$ cat src/rtl/multicycle_cpu_ctrl.sv
// multicycle_cpu_ctrl: multi-cycle sequencer for the RISC core.
// Owns PC, IR and per-phase control strobes, stepping each instruction
// through FETCH/DECODE/EXECUTE/MEM/WRITEBACK.
// Optional macro PERF_CNT_EN adds the cycle_cnt/instr_cnt performance
// counters and their CNT_W width parameter.
//
// Handshakes: a request (imem_req / dmem_req) is held high for as long as
// the FSM sits in the requesting state; the matching ack is a one-cycle
// completion pulse that is only looked at while that request is high, and
// the transfer completes on the rising edge where req and ack are both 1.
// Acks seen in any other state are ignored.

module multicycle_cpu_ctrl #(
  parameter int unsigned           PC_W     = 32,
  parameter int unsigned           INSTR_W  = 32,
  parameter logic [PC_W-1:0]       RESET_PC = '0,
  parameter logic [PC_W-1:0]       PC_STEP  = PC_W'(4)
`ifdef PERF_CNT_EN
  ,parameter int unsigned          CNT_W    = 32
`endif
) (
  input  logic               clk,
  input  logic               rst,
  output logic               imem_req,
  output logic [PC_W-1:0]    imem_addr,
  input  logic               imem_ack,
  input  logic [INSTR_W-1:0] imem_rdata,
  output logic [INSTR_W-1:0] ir,
  input  logic               dec_is_mem,
  input  logic               dec_is_store,
  input  logic               dec_is_branch,
  input  logic               dec_is_halt,
  input  logic               branch_taken,
  input  logic [PC_W-1:0]    branch_target,
  output logic               alu_en,
  output logic               dmem_req,
  output logic               dmem_we,
  input  logic               dmem_ack,
  output logic               regf_we,
  output logic [PC_W-1:0]    pc,
  output logic [2:0]         state,
  output logic               halted
`ifdef PERF_CNT_EN
  ,output logic [CNT_W-1:0]  cycle_cnt,
  output logic [CNT_W-1:0]   instr_cnt
`endif
);

  typedef enum logic [2:0] {
    S_FETCH     = 3'd0,
    S_DECODE    = 3'd1,
    S_EXECUTE   = 3'd2,
    S_MEM       = 3'd3,
    S_WRITEBACK = 3'd4,
    S_HALT      = 3'd5
  } state_t;

  state_t state_q;
  state_t state_d;

  // Decoder flags captured in DECODE; stable until the next DECODE.
  logic is_mem_q;
  logic is_store_q;
  logic is_branch_q;

  // ALU branch result captured in EXECUTE for updates made in later phases.
  logic            taken_q;
  logic [PC_W-1:0] target_q;

  // Sequential successor and the latched-branch-aware next PC.
  logic [PC_W-1:0] pc_seq;
  logic [PC_W-1:0] pc_upd;

  assign pc_seq = pc + PC_STEP;
  assign pc_upd = (is_branch_q && taken_q) ? target_q : pc_seq;

  // State register; reset lands in FETCH immediately.
  always_ff @(posedge clk or posedge rst) begin
    if (rst) begin
      state_q <= S_FETCH;
    end else begin
      state_q <= state_d;
    end
  end

  // Next-state logic; halt from the decoder overrides every other flag.
  always_comb begin
    state_d = state_q;
    case (state_q)
      S_FETCH: begin
        if (imem_ack) state_d = S_DECODE;
      end
      S_DECODE: begin
        state_d = dec_is_halt ? S_HALT : S_EXECUTE;
      end
      S_EXECUTE: begin
        if (is_mem_q)         state_d = S_MEM;
        else if (is_branch_q) state_d = S_FETCH;
        else                  state_d = S_WRITEBACK;
      end
      S_MEM: begin
        if (dmem_ack) state_d = is_store_q ? S_FETCH : S_WRITEBACK;
      end
      S_WRITEBACK: begin
        state_d = S_FETCH;
      end
      S_HALT: begin
        state_d = S_HALT;
      end
      default: begin
        state_d = S_FETCH;
      end
    endcase
  end

  // Moore strobes decoded from state, forced low while reset is asserted.
  always_comb begin
    imem_req = 1'b0;
    alu_en   = 1'b0;
    dmem_req = 1'b0;
    dmem_we  = 1'b0;
    regf_we  = 1'b0;
    halted   = 1'b0;
    if (!rst) begin
      case (state_q)
        S_FETCH:     imem_req = 1'b1;
        S_EXECUTE:   alu_en   = 1'b1;
        S_MEM: begin
          dmem_req = 1'b1;
          dmem_we  = is_store_q;
        end
        S_WRITEBACK: regf_we  = 1'b1;
        S_HALT:      halted   = 1'b1;
        default:     ;
      endcase
    end
  end

  assign imem_addr = pc;
  assign state     = state_q;

  // Datapath registers: IR load, flag latching and the three PC update points.
  always_ff @(posedge clk or posedge rst) begin
    if (rst) begin
      pc          <= RESET_PC;
      ir          <= '0;
      is_mem_q    <= 1'b0;
      is_store_q  <= 1'b0;
      is_branch_q <= 1'b0;
      taken_q     <= 1'b0;
      target_q    <= '0;
    end else begin
      case (state_q)
        S_FETCH: begin
          if (imem_ack) ir <= imem_rdata;
        end
        S_DECODE: begin
          is_mem_q    <= dec_is_mem;
          is_store_q  <= dec_is_store;
          is_branch_q <= dec_is_branch;
        end
        S_EXECUTE: begin
          taken_q  <= branch_taken;
          target_q <= branch_target;
          // A plain branch retires here, so use the live ALU result.
          if (!is_mem_q && is_branch_q) begin
            pc <= branch_taken ? branch_target : pc_seq;
          end
        end
        S_MEM: begin
          if (dmem_ack && is_store_q) pc <= pc_upd;
        end
        S_WRITEBACK: begin
          pc <= pc_upd;
        end
        default: ;
      endcase
    end
  end

`ifdef PERF_CNT_EN
  logic retire;

  // An instruction retires whenever a post-decode phase hands back to FETCH.
  always_comb begin
    retire = 1'b0;
    if ((state_q == S_EXECUTE || state_q == S_MEM || state_q == S_WRITEBACK) &&
        state_d == S_FETCH) begin
      retire = 1'b1;
    end
  end

  // Performance counters; both freeze once the core halts and wrap silently.
  always_ff @(posedge clk or posedge rst) begin
    if (rst) begin
      cycle_cnt <= '0;
      instr_cnt <= '0;
    end else if (state_q != S_HALT) begin
      cycle_cnt <= cycle_cnt + CNT_W'(1);
      if (retire) instr_cnt <= instr_cnt + CNT_W'(1);
    end
  end
`endif

endmodule

$ cat config.mk
export PLATFORM = sky130hd
export DESIGN_NAME = multicycle_cpu_ctrl
export DESIGN_NICKNAME = d
export VERILOG_FILES = /design/src/rtl/multicycle_cpu_ctrl.sv
export SDC_FILE = /design/constraint.sdc
export NUM_CORES = 1
export LEC_CHECK = 0
export ABC_AREA = 1
export ABC_CLOCK_PERIOD_IN_PS = 8400
export BUFFER_PORTS_ARGS = -buffer_cell sky130_fd_sc_hd__buf_2
export CAP_MARGIN = 20
export CORE_MARGIN = 4
export CORE_UTILIZATION = 48
export DETAILED_ROUTE_END_ITERATION = 8
export PLACE_DENSITY_LB_ADDON = 0.2
export SYNTH_ARGS = -nofsm -noshare
export SYNTH_HDL_FRONTEND = slang
export SYNTH_SLANG_ARGS = --single-unit
$ cat constraint.sdc
create_clock -name clk -period 8.4 [get_ports clk]
set_input_delay 1.26 -clock clk [delete_from_list [all_inputs] [get_ports clk]]
set_output_delay 1.26 -clock clk [all_outputs]
set_load 0.02 [all_outputs]
; ---- Word-level counts from Yosys, hierarchy flattened
; Cells that the tools add are included.
[classes]
muxes = 24
addsub = 1
n_eq_ne = 9
reduce_logical = 9
[ops]
columns = op, n
row1 = $mux W32, 4
row2 = $pmux W32 S3, 1
row3 = $add A32 B3 Y32 const B, 1
row4 = $mux W3, 6
row5 = $pmux W3 S5, 1
row6 = $mux W1, 12
row7 = $ne A2 B2 Y1 const B, 4
row8 = $eq A3 B2 Y1 const B, 2
row9 = $eq A3 B3 Y1 const B, 2
row10 = $reduce_and A2 Y1, 2
row11 = $eq A3 B1 Y1 const B, 1
row12 = $logic_and A1 B1 Y1, 3
row13 = $logic_not A3 Y1, 1
row14 = $reduce_and A3 Y1, 1
row15 = $reduce_bool A3 Y1, 1
row16 = $logic_not A1 Y1, 1
[totals]
word_cells = 51
output_inout_bits = 105
in_bits = 73
ff_bits = 103

; ---- Logic depth before layout (Yosys ltp)
[logic_depth]
word_depth = 4
mapped_depth = 13
depth_no_buf = 12

; ---- Least setup slack after synthesis
; OpenSTA, ideal clock, no wires.
[synth_timing]
path_kind = input port to output port
from = in rst
to = out halted
n_path_buf = 0
required_time_ns = 7.140
path_stages = 1
arrival_ns = 1.970
setup_slack_ns = 5.170
cell_sequence = nor4_1
[synth_via]
elab_chain_len = 1
[synth_rtl]
columns = element, line
row1 = start: declaration, 23  ; input logic rst,
row2 = $mux W1, 124  ; if (!rst) begin
row3 = end: declaration, 42  ; output logic halted
; No other way between the ends.

; ---- Final worst setup path
[layout_timing]
from = reg state_q[1] (netlist: state[1])
to = out alu_en
[layout_via]
elab_chain_len = 3
[layout_rtl]
columns = element, line
row1 = start: declaration, 58  ; state_t state_q;
row2 = start signal: assignment, 82  ; state_q <= state_d;
row3 = $eq A3 B2 Y1, 125  ; case (state_q)
row4 = $mux W1, 125
row5 = $mux W1, 124
row6 = end: declaration, 35  ; output logic alu_en,
; No other way between the ends.

==> results.py <==
metrics = {
    "run_status": {
        "outcome": "completed",
    },
    "clocking": {
        "cts_max_level": 3,
        "cts-buffers-inserted": 9,
        "cts_resized": 0,
        "cts_sinks": 103,
        "cts_hold_buffers": 0,
        "post_cts_buffers": 0,
        "clk_latency_ns": 0.35,
        "cts_root_buf": "clkbuf_16",
        "cts_tree": "built",
        "cts.clk_slew.worst_paths_ns": 0.07,
        "clk_path_buf_depth": 2,
    },
    "global_route": {
        "grt_pass1_vias": 5059,
        "grt_pass1_wl_mm": 25.4,
        "grt-ovfl-total": 0,
        "track_usage_pct": 22.4,
        "grt_max_degree": 70,
        "antenna_found_initial": 0,
    },
    "sta": {
        "drv_slew": 0,
        "fmax_mhz": 315,
        "clock_skew_ns": 0.00573,
        "fin_crit_ns": 3.17,
        "setup_viol": 0,
        "slew_headroom_pct": 38.5,
        "grt_setup_unrepaired": "false",
        "timing.setup.tns_ns": 0,
        "final-hold-violation-count": 0,
        "finalWorstSetupSlack_ns": 5.23,
        "worst_pin_slew_ns": 0.921,
        "post-route-period-util_pct": 37.8,
    },
    "setup_path": {
        "path_class": "reg -> out",
        "start_kind": "flop",
        "crit_arrival_ns": 1.91,
        "crit_path_end_kind": "output pin",
        "cp.required_ns": 7.14,
        "cp_max_fo": 43,
    },
    "cells_and_area": {
        "final_util_pct": 58.5,
        "final_area_um2": 6760,
        "nets": 932,
        "syn_to_final_growth_pct": 17.8,
        "n_antenna_cell": 0,
        "layout_commonest_cell": "nand2_1",
        "drive_gt1_share_pct": 29.4,
        "final_cell_mix": "nand2_1 (228), buf_2 (177), dfrtp_1 (103)",
    },
    "floorplanning": {
        "core-area_um2": 11600,
        "start_util_pct": 49.6,
        "die_w_um": 117,
        "die_h_um": 117,
        "rows": 39,
        "num_io_pins": 178,
        "dieArea_um2": 13800,
    },
    "power_and_ir_drop": {
        "power.total_mw": 2.79,
        "internal_power_mw": 1.48,
        "p_comb_share_pct": 49.9,
        "p_seq_share_pct": 34.6,
        "p_sw_mw": 1.31,
        "power.density_nw_per_um2": 412,
        "vdd_ir_drop_max_mv": 0.234,
        "leakagePower_nw": 3.56,
        "clkPwrFrac_pct": 15.6,
        "power_switching_share_pct": 47.0,
    },
    "logic_synthesis": {
        "synthCells": 724,
        "syn_area_um2": 5740,
        "synth_area_per_cell_um2": 7.93,
        "synth_warnings": 0,
        "seq_area_frac_synth_pct": 44.9,
        "async_reset_ff_share_pct": 100,
        "syn_nets": 798,
        "synth_cell_type_count": 38,
        "synth_edf_count": 0,
        "synth_seq_cells": 103,
        "ys.flop_type": "dfrtp_1",
    },
    "drt": {
        "ant_nets": 0,
        "viasPerCell": 5.07,
        "route.vias.total": 5096,
        "drc": 0,
        "dr.pass1.iters": 4,
        "drt_wl_total_mm": 15.2,
        "wl_per_cell_um": 15.1,
        "detail_route.iter0.violations": 410,
    },
    "placed_design": {
        "dp_slack_ns": 5.28,
        "gp_congestion": 0.924,
        "post-dp-hpwl_mm": 11.2,
        "place_area_um2": 6450,
        "numPortBuffers": 177,
    },
    "worst_hold_path": {
        "min_path_type": "reg -> reg",
    },
    "job": {
        "cap_violations": 0,
    },
}
layer usage:
metal | GRT usage [%] | routed length (um) | up-vias
met5 | 0 | 0 | -
met4 | 6.30 | 171 | 0
met3 | 6.83 | 1170 | 15
met2 | 36.1 | 7000 | 174
met1 | 29.5 | 6830 | 2375
li1 | - | - | 2532
worst max-delay path, cell delays in order (launching register included):
cell and delay [ns]:
dfrtp_1 0.44, inv_2 0.09, nor2_4 0.14, nand2_2 0.48
nor2_1 0.22, buf_2 0.19
synth_stat cells, types with 3 or more instances:
cell	count	share of area (%)
a21oi_1	15	1.3
nor2_4	3	0.59
mux2_2	32	6.3
nand2_1	228	15
o22ai_1	10	1.1
inv_1	69	4.5
xor2_1	10	1.5
nor2_2	5	0.55
nand4_1	4	0.44
o21ai_0	38	3.3
a21boi_1	9	1.2
o21ai_1	7	0.61
buf_6	4	0.78
dfrtp_1	103	45
nor3_1	5	0.44
nand2_2	3	0.33
nand3b_1	4	0.52
o221ai_1	3	0.46
nand2_4	5	0.98
nor2_1	68	4.4
nand3_1	25	2.2
buf_4	35	4.6
inv_2	4	0.26
buf_2	12	1.0
clkbuf_1	5	0.33
logic make-up after synthesis:
family	after synthesis	synth area share, %
flip-flops	103	44.9
AO/OA/AOI/OAI	89	8.92
adder cells (fa/ha/maj)	1	0.218
multiplexers	32	6.28
XOR/XNOR	12	1.83
AND/OR/NAND/NOR	357	26.2
buffers and inverters	130	11.6
per-stage QoR:
step	hold slack (ns)	cells
finish	0.479	1006
global route	0.500	1006
CTS	0.484	1006
detailed placement	0.465	990
global placement	0.459	989
floorplan	0.442	724
registers in the layout (all words and copies together), names as in the netlist:
register and count:
ir 32, state 3, taken_q 1, target_q 32, is_branch_q 1, imem_addr 32
is_mem_q 1, is_store_q 1
final timing paths:
check / cells after the start / end / from / slack, ns
setup / recovery: 5 / alu_en / state[1] / 5.23
hold / removal: 2 / target_q[3] / target_q[3] / 0.48
setup reg to reg: 9 / imem_addr[7] / state[1] / 5.52
hold reg to reg: 2 / target_q[3] / target_q[3] / 0.48
max in group asynchronous: 3 / imem_addr[26] / rst / 6.21
min in group asynchronous: 2 / ir[1] / rst / 0.96
power by group through the flow:
stage	Clock (mW)	Sequential, mW	Combinational (mW)
floorplan	0	1.11	0.913
detailed placement	0	0.959	1.40
global route	0.467	0.998	1.55
CTS	0.445	0.959	1.40
global placement	0	0.951	1.36
finish	0.434	0.963	1.39
layout make-up:
type / count / area (um^2)
flip-flops and latches: 103 / 2580
inverters: 74 / 283
fillers: 1060 / 4800
well taps: 143 / 179
clock buffers: 10 / 239
multi-input cells: 491 / 2490
clock inverters: 6 / 68.8
repair buffers: 179 / 921
Power figures use the tool's default switching activity.
